$ cat src/rtl/lsu_arb_pkg.sv
// Shared types for the data-memory arbiter and its round-robin picker.
//   arb_state_e : arbiter FSM encoding (IDLE accepts a grant, BUSY waits for
//                 the fixed-latency memory response).
//   mem_cmd_t   : one memory command as presented by a requester.
//   MEM_LAT_MAX : largest supported memory latency.
// The command struct is sized for the default 32-bit address/data build;
// wider arbiter parameters are truncated into these fields.
package lsu_arb_pkg;

  localparam int MEM_LAT_MAX = 7;
  localparam int CMD_ADDR_W  = 32;
  localparam int CMD_DATA_W  = 32;
  localparam int CMD_MASK_W  = CMD_DATA_W / 8;

  typedef enum logic [0:0] {
    ARB_IDLE = 1'b0,
    ARB_BUSY = 1'b1
  } arb_state_e;

  typedef struct packed {
    logic                  wren;
    logic [CMD_ADDR_W-1:0] addr;
    logic [CMD_DATA_W-1:0] wdata;
    logic [CMD_MASK_W-1:0] bmask;
  } mem_cmd_t;

endpackage

$ cat src/rtl/lsu_mem_arbiter_rr_pick2.sv
// Combinational 2-way round-robin picker, reusable for any shared port.
//   req_i[1:0] : requests
//   lst_i      : index of the requester served most recently
//   gnt_o[1:0] : one-hot grant (all zero when nobody requests)
//   win_o      : index of the winner (meaningful only when |req_i)
// A lone requester always wins; on a tie the one that was not served last wins.
module rr_pick2 (
  input  logic [1:0] req_i,
  input  logic       lst_i,
  output logic [1:0] gnt_o,
  output logic       win_o
);

  always_comb begin
    win_o = (req_i == 2'b11) ? ~lst_i : req_i[1];
    gnt_o = 2'b00;
    if (req_i != 2'b00) begin
      gnt_o = win_o ? 2'b10 : 2'b01;
    end
  end

endmodule

$ cat src/rtl/lsu_mem_arbiter.sv
// Shares the single data-memory port between the core LSU (requester 0) and
// the debug/DMA loader (requester 1). One transaction outstanding at a time;
// memory answers a fixed MEM_LAT cycles after the command strobe.
//   i_clk, i_rst            : clock, synchronous active-high reset
//   i_req*/i_wren*/i_addr*/i_wdata*/i_bmask* : requester commands
//   o_gnt*                  : command accepted this cycle (combinational)
//   o_rvalid*/o_rdata*      : one-cycle completion pulse and read data
//   o_mem_*                 : command to the memory macro, i_mem_rdata back
//   o_busy                  : a transaction is outstanding
// Handshake: a requester holds req and its fields stable until it sees gnt in
// the same cycle; it may withdraw by dropping req before gnt. Every accepted
// command (read or write) completes with exactly one rvalid at grant+MEM_LAT.
module lsu_mem_arbiter
  import lsu_arb_pkg::*;
#(
  parameter int MEM_LAT = 1,
  parameter int ADDR_W  = 32,
  parameter int DATA_W  = 32
) (
  input  logic                i_clk,
  input  logic                i_rst,
  input  logic                i_req0,
  input  logic                i_req1,
  input  logic                i_wren0,
  input  logic                i_wren1,
  input  logic [ADDR_W-1:0]   i_addr0,
  input  logic [ADDR_W-1:0]   i_addr1,
  input  logic [DATA_W-1:0]   i_wdata0,
  input  logic [DATA_W-1:0]   i_wdata1,
  input  logic [DATA_W/8-1:0] i_bmask0,
  input  logic [DATA_W/8-1:0] i_bmask1,
  output logic                o_gnt0,
  output logic                o_gnt1,
  output logic                o_rvalid0,
  output logic                o_rvalid1,
  output logic [DATA_W-1:0]   o_rdata0,
  output logic [DATA_W-1:0]   o_rdata1,
  output logic                o_mem_req,
  output logic                o_mem_wren,
  output logic [ADDR_W-1:0]   o_mem_addr,
  output logic [DATA_W-1:0]   o_mem_wdata,
  output logic [DATA_W/8-1:0] o_mem_bmask,
  input  logic [DATA_W-1:0]   i_mem_rdata,
  output logic                o_busy
);

  localparam int CW = $clog2(MEM_LAT + 1);

  arb_state_e  state_q, state_d;
  logic [CW-1:0] cnt_q, cnt_d;
  logic        lst_q, lst_d;
  logic        owner_q, owner_d;
  logic        own_wr_q, own_wr_d;

  logic [1:0]  pick_gnt;
  logic        pick_w;
  mem_cmd_t    cmd0, cmd1, cmd_out;
  logic [1:0]  gnt, rvalid;
  logic        mem_req;
  logic [DATA_W-1:0] rdata;

  rr_pick2 u_pick (
    .req_i ({i_req1, i_req0}),
    .lst_i (lst_q),
    .gnt_o (pick_gnt),
    .win_o (pick_w)
  );

  always_comb begin
    cmd0.wren  = i_wren0;
    cmd0.addr  = CMD_ADDR_W'(i_addr0);
    cmd0.wdata = CMD_DATA_W'(i_wdata0);
    cmd0.bmask = CMD_MASK_W'(i_bmask0);
    cmd1.wren  = i_wren1;
    cmd1.addr  = CMD_ADDR_W'(i_addr1);
    cmd1.wdata = CMD_DATA_W'(i_wdata1);
    cmd1.bmask = CMD_MASK_W'(i_bmask1);
  end

  always_comb begin
    state_d  = state_q;
    cnt_d    = cnt_q;
    lst_d    = lst_q;
    owner_d  = owner_q;
    own_wr_d = own_wr_q;
    gnt      = 2'b00;
    rvalid   = 2'b00;
    mem_req  = 1'b0;
    cmd_out  = '0;
    rdata    = '0;
    unique case (state_q)
      ARB_IDLE: begin
        if (i_req0 || i_req1) begin
          gnt      = pick_gnt;
          mem_req  = 1'b1;
          cmd_out  = pick_w ? cmd1 : cmd0;
          lst_d    = pick_w;
          owner_d  = pick_w;
          own_wr_d = cmd_out.wren;
          cnt_d    = CW'(MEM_LAT);
          state_d  = ARB_BUSY;
        end
      end
      ARB_BUSY: begin
        cnt_d = cnt_q - CW'(1);
        // Counter reaching 1 marks the cycle the memory data is valid.
        if (cnt_q == CW'(1)) begin
          rvalid  = owner_q ? 2'b10 : 2'b01;
          rdata   = own_wr_q ? '0 : i_mem_rdata;
          state_d = ARB_IDLE;
        end
      end
      default: state_d = ARB_IDLE;
    endcase
    // Outputs are combinational from state and requests, so they must be
    // silenced explicitly while reset is asserted.
    if (i_rst) begin
      gnt     = 2'b00;
      rvalid  = 2'b00;
      mem_req = 1'b0;
      cmd_out = '0;
      rdata   = '0;
    end
  end

  always_ff @(posedge i_clk) begin
    if (i_rst) begin
      state_q  <= ARB_IDLE;
      cnt_q    <= '0;
      lst_q    <= 1'b1;
      owner_q  <= 1'b0;
      own_wr_q <= 1'b0;
    end else begin
      state_q  <= state_d;
      cnt_q    <= cnt_d;
      lst_q    <= lst_d;
      owner_q  <= owner_d;
      own_wr_q <= own_wr_d;
    end
  end

  assign o_gnt0      = gnt[0];
  assign o_gnt1      = gnt[1];
  assign o_rvalid0   = rvalid[0];
  assign o_rvalid1   = rvalid[1];
  assign o_rdata0    = rvalid[0] ? rdata : '0;
  assign o_rdata1    = rvalid[1] ? rdata : '0;
  assign o_mem_req   = mem_req;
  assign o_mem_wren  = cmd_out.wren;
  assign o_mem_addr  = ADDR_W'(cmd_out.addr);
  assign o_mem_wdata = DATA_W'(cmd_out.wdata);
  assign o_mem_bmask = (DATA_W/8)'(cmd_out.bmask);
  assign o_busy      = (state_q == ARB_BUSY) && !i_rst;

endmodule
$ cat config.mk
export PLATFORM = sky130hd
export DESIGN_NAME = lsu_mem_arbiter
export DESIGN_NICKNAME = d
export VERILOG_FILES = /design/src/rtl/lsu_arb_pkg.sv /design/src/rtl/lsu_mem_arbiter_rr_pick2.sv /design/src/rtl/lsu_mem_arbiter.sv
export SDC_FILE = /design/constraint.sdc
export NUM_CORES = 1
export LEC_CHECK = 0
export CORE_AREA = 5 5 117 119
export DETAILED_ROUTE_END_ITERATION = 12
export DIE_AREA = 0 0 122 124
export GPL_TIMING_DRIVEN = 0
export SLEW_MARGIN = 20
export SYNTH_ARGS = -nofsm -noshare
export SYNTH_HDL_FRONTEND = slang
export SYNTH_SLANG_ARGS = --single-unit
export TNS_END_PERCENT = 10
$ cat constraint.sdc
create_clock -name i_clk -period 3.1 [get_ports i_clk]
set_clock_uncertainty 0.15 [all_clocks]
set_input_delay 0.775 -clock i_clk [delete_from_list [all_inputs] [get_ports i_clk]]
set_output_delay 0.775 -clock i_clk [all_outputs]
set_load 0.005 [all_outputs]
# Word-level counts from Yosys, hierarchy flattened
# Cells that the tools add are included.
# classes
add_sub_neg	1
eq_ne	2
n_mux	27
bitwise_logic	2
reduce_logical	5
# op_table
op	n
69-bit two-way mux	4
32-bit two-way mux	6
2-bit two-way mux	9
1-bit two-way mux	6
1-bit case mux with 2 select lines	2
2-bit equality test, second input constant	1
2-bit != test, second input constant	1
1-bit inverter	2
2-bit AND reduction	1
2-bit nonzero test	1
1-bit logical AND	1
1-bit zero test	1
1-bit logical OR	1
1-bit subtractor, second input constant	1
# word_totals
ff_bits	5
input_bits	174
output_inout_bits	139
elab_cells	42

# Longest topological paths before layout
# Gate-level depths: netlist of the first run.
# logic_depth
ltp_word	7
ltp_mapped	5
depth_no_buf	3

# Hierarchy
# From an unflattened synthesis of the first run, not the netlist that was laid out.
# unflattened
hier_cells	260
hier_area_um2	1767.9
# modules_own_cells
module	n_inst	cells_per_inst	area_each_um2	seq_area_each_um2
lsu_mem_arbiter	1	256	1741.7	100.1
rr_pick2	1	4	26.3	0.0

# Worst setup path before layout of the first run
# Ideal clock, no wire load.
# synth_path
path_type	input to output
startpoint	in i_req1
endpoint	out o_mem_addr[0]
t_arrival_ns	1.557
required_ns	2.175
path_slack_ns	0.618
path_stages	5
n_path_buf	2
cell_sequence	a21bo_2 -> buf_6 -> clkbuf_1 -> nand2_1 -> a21oi_2
# synth_between
elab_chain_len	6
elab_cells_between_ends	7
classes_between	eq/ne (1); mux (5); reduce/logical (1)
# synth_rtl
item	line	text
start: declaration	lsu_mem_arbiter.sv:23	input logic i_req1,
2-bit equality test	lsu_mem_arbiter_rr_pick2.sv:15	win_o = (req_i == 2'b11) ? ~lst_i : req_i[1];
1-bit two-way mux	lsu_mem_arbiter_rr_pick2.sv:15	
69-bit two-way mux	lsu_mem_arbiter.sv:96	cmd_out = pick_w ? cmd1 : cmd0;
69-bit two-way mux (*)	lsu_mem_arbiter.sv:93	if (i_req0 || i_req1) begin
69-bit two-way mux (*)	lsu_mem_arbiter.sv:91	unique case (state_q)
69-bit two-way mux (*)	lsu_mem_arbiter.sv:117	if (i_rst) begin
end: declaration	lsu_mem_arbiter.sv:40	output logic [ADDR_W-1:0] o_mem_addr,
# Mark *: on every way between the ends. The rest lies on a longest branch, timed or not.

# Worst setup path in the final report of the first run
# layout_path
startpoint	in i_req1
endpoint	out o_mem_wdata[2]
# layout_between
elab_chain_len	6
elab_cells_between_ends	7
classes_between	eq/ne (1); mux (5); reduce/logical (1)
# layout_rtl
item	line	text
2-bit equality test	lsu_mem_arbiter_rr_pick2.sv:15	
1-bit two-way mux	lsu_mem_arbiter_rr_pick2.sv:15	
69-bit two-way mux	lsu_mem_arbiter.sv:96	
69-bit two-way mux (*)	lsu_mem_arbiter.sv:93	
69-bit two-way mux (*)	lsu_mem_arbiter.sv:91	
69-bit two-way mux (*)	lsu_mem_arbiter.sv:117	
end: declaration	lsu_mem_arbiter.sv:41	output logic [DATA_W-1:0] o_mem_wdata,
# Marked as above.

==> impl_metrics.toml, run 1 <==
[global_routing]
grt-ovfl-total = 0
antenna_found_initial = 0
grt.total_usage_pct = 16.2
grt_max_degree = 11
grt_pass1_wl_mm = 19.3
grt_pass1_vias = 3683

[setup_path]
cpMostUsedCell = "buf_6"
worstPathArrival_ns = 2.36
r2r_end = "own_wr_q$_SDFFE_PP0P_"
slowest_stage = "clkdlybuf4s50_1"
critical_path_class = "in2out"
cp_top_family = "buffers and inverters"
worstSetupEndpointType = "output pin"
path_buf_inv = 4
startpoint = "i_req1"
path_depth = 7
crit_fanout = 10
rr_worst_depth = 5
max_stage_delay_ns = 0.50
crit_chain = "clkdlybuf4s15_2 > nor2_1 > or3_1 > buf_6 > buf_6 > a21oi_2 > clkdlybuf4s50_1"
reg2reg_slack_ns = 1.57
required_ns = 2.17
reg2reg_from = "lst_q$_SDFFE_PP1P_"
crit_end = "o_mem_wdata[2]"
startpoint_type = "input port"

[die]
pin_count = 313
die_height_um = 124
core-area_um2 = 12500
die-area_um2 = 15100
initial_utilization_pct = 16.2
placementRows = 41
die_w_um = 122

[synth]
synthArstFlopShare_pct = 0
syn_avg_cell_area_um2 = 6.07
synth_area_um2 = 2020
ys_ff_latch = 5
ys_seq_area_share_pct = 4.97
synth_ff_type = "dfxtp_1"
ys_types = 29
synth-edff-count = 0
syn_nets = 506
syn_inst = 332
ys_warn_count = 0

[timing]
worst_pin_slew_ns = 0.259
finalHoldViolCount = 0
relSlewSlack_pct = 82.6
fmax_mhz = 304
final-max-slew-violation-count = 0
fin_crit_ns = 3.28
setup_tns_ns = -2.12
setup_ws_ns = -0.184
period_share_pct = 106
rsz0062_at_grt = "true"
setup_violations = 14

[clock_network]
hold_buffers = 0
clk_latency_ns = 0.22
cts_buffer_depth = 2
cts_root_buffer = "clkbuf_16"
clk_pin_slew_ns = 0.03
cts_buffers = 3
cts_sinks = 5
htree_levels = 1
cts_tree = "built"

[route]
vias = 3499
finalWirelength_mm = 13.5
drcViolationCount = 0
drt_iter0_drc = 93
ant_nets = 0
post_drt_wl_per_cell_um = 16.3
first_pass_iters = 4
avgViaCountPerCell = 4.23

[hold_path]
holdPathStages = 2
hold_path_class = "reg2reg"

[place]
dp_hpwl_mm = 11.8
place_congestion = 0.798
portBuffers = 312

[cells_and_area]
n_antenna_cell = 0
area_growth_pct = 178
post_route_cells_drive_above_1_share_pct = 18.6
layout.nets = 830

[status]
status = "finished, violations left"
violations = "setup timing"

[job]
cap_violations = 0

[power_and_ir_drop]
power.leakage_nw = 2.90
irDropWorstVdd_uv = 150
p_total_uw = 911
power_density_nw_per_um2 = 163
[where the power goes]
| part | internal, mW | total (mW) | switching, mW | leakage [nW] |
|---|---|---|---|---|
| sequential | 0.0706 | 0.0772 | 0.00659 | 0.0416 |
| clock | 0.170 | 0.211 | 0.0407 | 0.0382 |
| combinational | 0.373 | 0.622 | 0.249 | 2.82 |
[state kept, by name, summed over array words and instances, names as in the netlist]
name / flops
cnt_q: 1
lst_q: 1
own_wr_q: 1
owner_q: 1
state_q: 1
[metal layers]
metal  GRT usage [%]  part of all wire, %  vias up
met4            2.31                 0.84        0
met3            6.81                   12        8
met1            16.3                   34     1586
li1                -                    -     1706
met2            31.7                   53      199
met5               0                    0        -
[layout make-up]
type | count | area, µm²
Tap cell | 172 | 215
Clock buffer | 4 | 78.8
Multi-Input combinational cell | 294 | 1730
Timing Repair Buffer | 320 | 3190
Buffer | 29 | 270
Inverter | 3 | 11.3
Sequential cell | 5 | 100
Fill cell | 1321 | 6870
[Yosys cell counts, types with 2 or more instances]
master	number	share of area (%)
a21oi_2	67	29
clkbuf_1	10	1.9
inv_1	3	0.56
nor2_1	5	0.93
and2_1	64	20
clkbuf_2	6	1.5
dfxtp_1	5	5.0
buf_2	2	0.50
nor3_2	3	1.5
a211oi_1	2	0.74
buf_6	10	5.6
nand2b_1	2	0.62
nand2_1	137	26
[worst min path at each step]
stage / from / endpoint / slack [ns]
2_1_floorplan: owner_q$_SDFFE_PP0P_ / owner_q$_SDFFE_PP0P_ / 0.30
3_3_place_gp: owner_q$_SDFFE_PP0P_ / owner_q$_SDFFE_PP0P_ / 0.31
3_5_place_dp: owner_q$_SDFFE_PP0P_ / owner_q$_SDFFE_PP0P_ / 0.33
4_1_cts: owner_q$_SDFFE_PP0P_ / owner_q$_SDFFE_PP0P_ / 0.34
5_1_grt: owner_q$_SDFFE_PP0P_ / owner_q$_SDFFE_PP0P_ / 0.38
6_report: owner_q$_SDFFE_PP0P_ / owner_q$_SDFFE_PP0P_ / 0.33
[layout by cell type, fill, tap and decap left out, types with 2 or more instances in the layout]
cell type	count
and2_1	62
clkbuf_2	5
a21oi_2	67
buf_4	10
buf_6	15
dfxtp_1	5
dlymetal6s2s_1	32
dlygate4sd2_1	48
a211oi_1	2
nand2_1	137
nor2_1	5
and2_4	2
clkdlybuf4s50_1	219
inv_1	3
nor3_4	2
buf_8	2
clkbuf_4	5
clkbuf_16	3
nand2b_1	2
buf_2	4
clkdlybuf4s15_1	8
[cell families (layout without fill, tap and decap cells)]
group | Yosys count | after routing | share of synthesized area, %
AND/OR/NAND/NOR | 218 | 218 | 51.0
buffers and inverters | 33 | 356 | 11.1
AO/OA/AOI/OAI | 75 | 75 | 32.4
multiplexers | 1 | 1 | 0.497
flip-flops | 5 | 5 | 4.97
[repair_timing]
| item | in CTS | in global routing |
|---|---|---|
| pin swaps | 2 | 1 |
| gates resized for setup | 97 | 62 |
| cloned | 0 | 1 |
| endpoints found under the setup margin | 138 | 91 |
| buffers inserted | 3 | 4 |
[worst min-delay path, stage by stage (launching register included)]
cell and delay (ns):
dfxtp_1 0.31, nand2b_1 0.07, o21bai_1 0.06
[through the flow]
step	utilization [%]	setup WS, ns	hold WS [ns]	cell area (µm²)	std cells
after detailed placement	42.9	-0.908	0.334	5350	816
after CTS	43.7	-0.206	0.339	5450	822
final	44.9	-0.184	0.333	5600	827
after global routing	44.9	-0.261	0.378	5600	827
after floorplan	-	0.618	0.303	2020	332
after global placement	42.9	-0.896	0.313	5350	816
No activity file was read; power rests on OpenSTA's default activity.
==> run 2, diff against run 1 <==
Settings changed: CORE_AREA 5 5 117 119 to 5 5 118 120, DIE_AREA 0 0 122 124 to 0 0 123 125, DONT_BUFFER_PORTS from default to 1.
==> run 2 against run 1 <==
  * The run now ends clean
  * Cell count is 38% lower
  * Total power is 36% lower
  * Non-clock buffer count shrank 319
  * Routed wire length fell by 22%
  * Sequential power is 2% lower
  * Register-to-register slack hardly changed
  * Clock-buffer cell count unchanged
  * Die area up 1.6%
  * Core utilization shrank 27 points
  * Setup slack better by 0.40 ns
  * Flip-flop and latch count unchanged
  * First-iteration DRC count increased by 8.6%
==> impl_metrics.toml, run 2 (same netlist as run 1, synthesis figures left out) <==
[status]
status = "finished, final reports clean"

[setup_path]
startpoint = "i_req1"
slowest_stage = "a21boi_2"
cp_top_family = "buffers and inverters"
reg2reg_from = "lst_q$_SDFFE_PP1P_"
path_buf_inv = 2
rr_worst_depth = 5
startpoint_type = "input port"
max_stage_delay_ns = 0.36
r2r_end = "own_wr_q$_SDFFE_PP0P_"
worstPathArrival_ns = 1.96
crit_chain = "a21boi_2 > buf_4 > buf_2 > nand2_1 > a21oi_2"
required_ns = 2.17
critical_path_class = "in2out"
worstSetupEndpointType = "output pin"
crit_fanout = 10
reg2reg_slack_ns = 1.56

[clock_network]
post_cts_resized = 0
cts_buffers = 3
htree_levels = 1
cts_root_buffer = "clkbuf_16"
hold_buffers = 0
cts_tree = "built"
clk_latency_ns = 0.23
cts_sinks = 5
clk_pin_slew_ns = 0.03
cts_buffer_depth = 2
postCtsSetupBuffers = 0

[route]
ant_nets = 0
post_drt_wl_per_cell_um = 20.6
drt_iter0_drc = 101
finalWirelength_mm = 10.5
vias = 2301
first_pass_iters = 5
avgViaCountPerCell = 4.49
drcViolationCount = 0

[cells_and_area]
area_growth_pct = 14.8
layout.cells.non_filler = 512
n_antenna_cell = 0
final_common_cell = "nand2_1"
postLayoutCoreUtil_pct = 18.0
post_route_cells_drive_above_1_share_pct = 28.9
layout.nets = 511
final_cell_mix = "137 x nand2_1, 67 x a21oi_2, 64 x and2_1"
final_area_um2 = 2310

[place]
dp_cells = 508
dp_slack_ns = 0.0736
placed_area_um2 = 2240
place_congestion = 0.758
dp_hpwl_mm = 9.03
portBuffers = 0

[hold_path]
hp-start = "owner_q$_SDFFE_PP0P_"
hold_path_class = "reg2reg"
whs_endpoint = "owner_q$_SDFFE_PP0P_"
holdPathStages = 2

[timing]
rsz0062_at_grt = "false"
finalHoldViolCount = 0
period_share_pct = 93.0
setup_ws_ns = 0.217
fmax_mhz = 347
relSlewSlack_pct = 69.7
fin_crit_ns = 2.88
setup_violations = 0
setup_tns_ns = 0
worst_pin_slew_ns = 0.454
timing.hold.ws_ns = 0.333
final-max-slew-violation-count = 0

[global_routing]
grt.total_usage_pct = 12.4
grt_pass1_wl_mm = 14.5
antenna_found_initial = 0
grt-ovfl-total = 0
grt_pass1_vias = 2362
grt_max_degree = 11

[die]
placementRows = 42
die-area_um2 = 15400
initial_utilization_pct = 15.7
die_w_um = 123
die_height_um = 125
pin_count = 313
core-area_um2 = 12900

[job]
cap_violations = 0

[power_and_ir_drop]
power.leakage_nw = 0.854
irDropWorstVdd_uv = 134
power_density_nw_per_um2 = 251
p_total_uw = 580
## run 2: cell types whose count changed in the layout (fill, tap and decap cells not counted), sizes merged
cell           delta
clkbuf            +6
clkdlybuf4s50   -219
clkdlybuf4s15     -9
buf              -17
dlymetal6s2s     -32
dlygate4sd2      -48
## run 2: per-layer routing
metal	vias up	routed length, µm	global-route usage [%]
met5	-	0	0
met4	0	42	1.37
met3	5	1010	2.26
met2	191	5680	24.5
met1	1036	3790	13.8
li1	1069	-	-
## run 2: worst max-delay path by stage
stage,endpoint,cells past startpoint
final,o_mem_addr[22],5
after detailed placement,o_mem_addr[13],5
after CTS,o_mem_addr[13],5
after global placement,o_mem_addr[22],5
after global routing,o_mem_wdata[17],4
after floorplan,o_mem_addr[0],5
## run 2: area by class of cell
cell class	count	area (µm²)
Buffer	30	213
Clock buffer	4	78.8
Fill cell	1468	10600
Inverter	3	11.3
Multi-Input combinational cell	294	1690
Sequential cell	5	100
Tap cell	176	220
## run 2: tightest hold or removal path: cells and delay by family (launching register included)
family / cells / cell delay (ns)
flip-flops: 1 / 0.31
AND/OR/NAND/NOR: 1 / 0.07
AO/OA/AOI/OAI: 1 / 0.05
## run 2: where the power goes
group          leakage [nW]  switching [mW]  total [mW]  internal (mW)
clock network        0.0382          0.0480       0.219          0.171
registers            0.0416         0.00541      0.0760         0.0706
logic                 0.774           0.189       0.285         0.0956
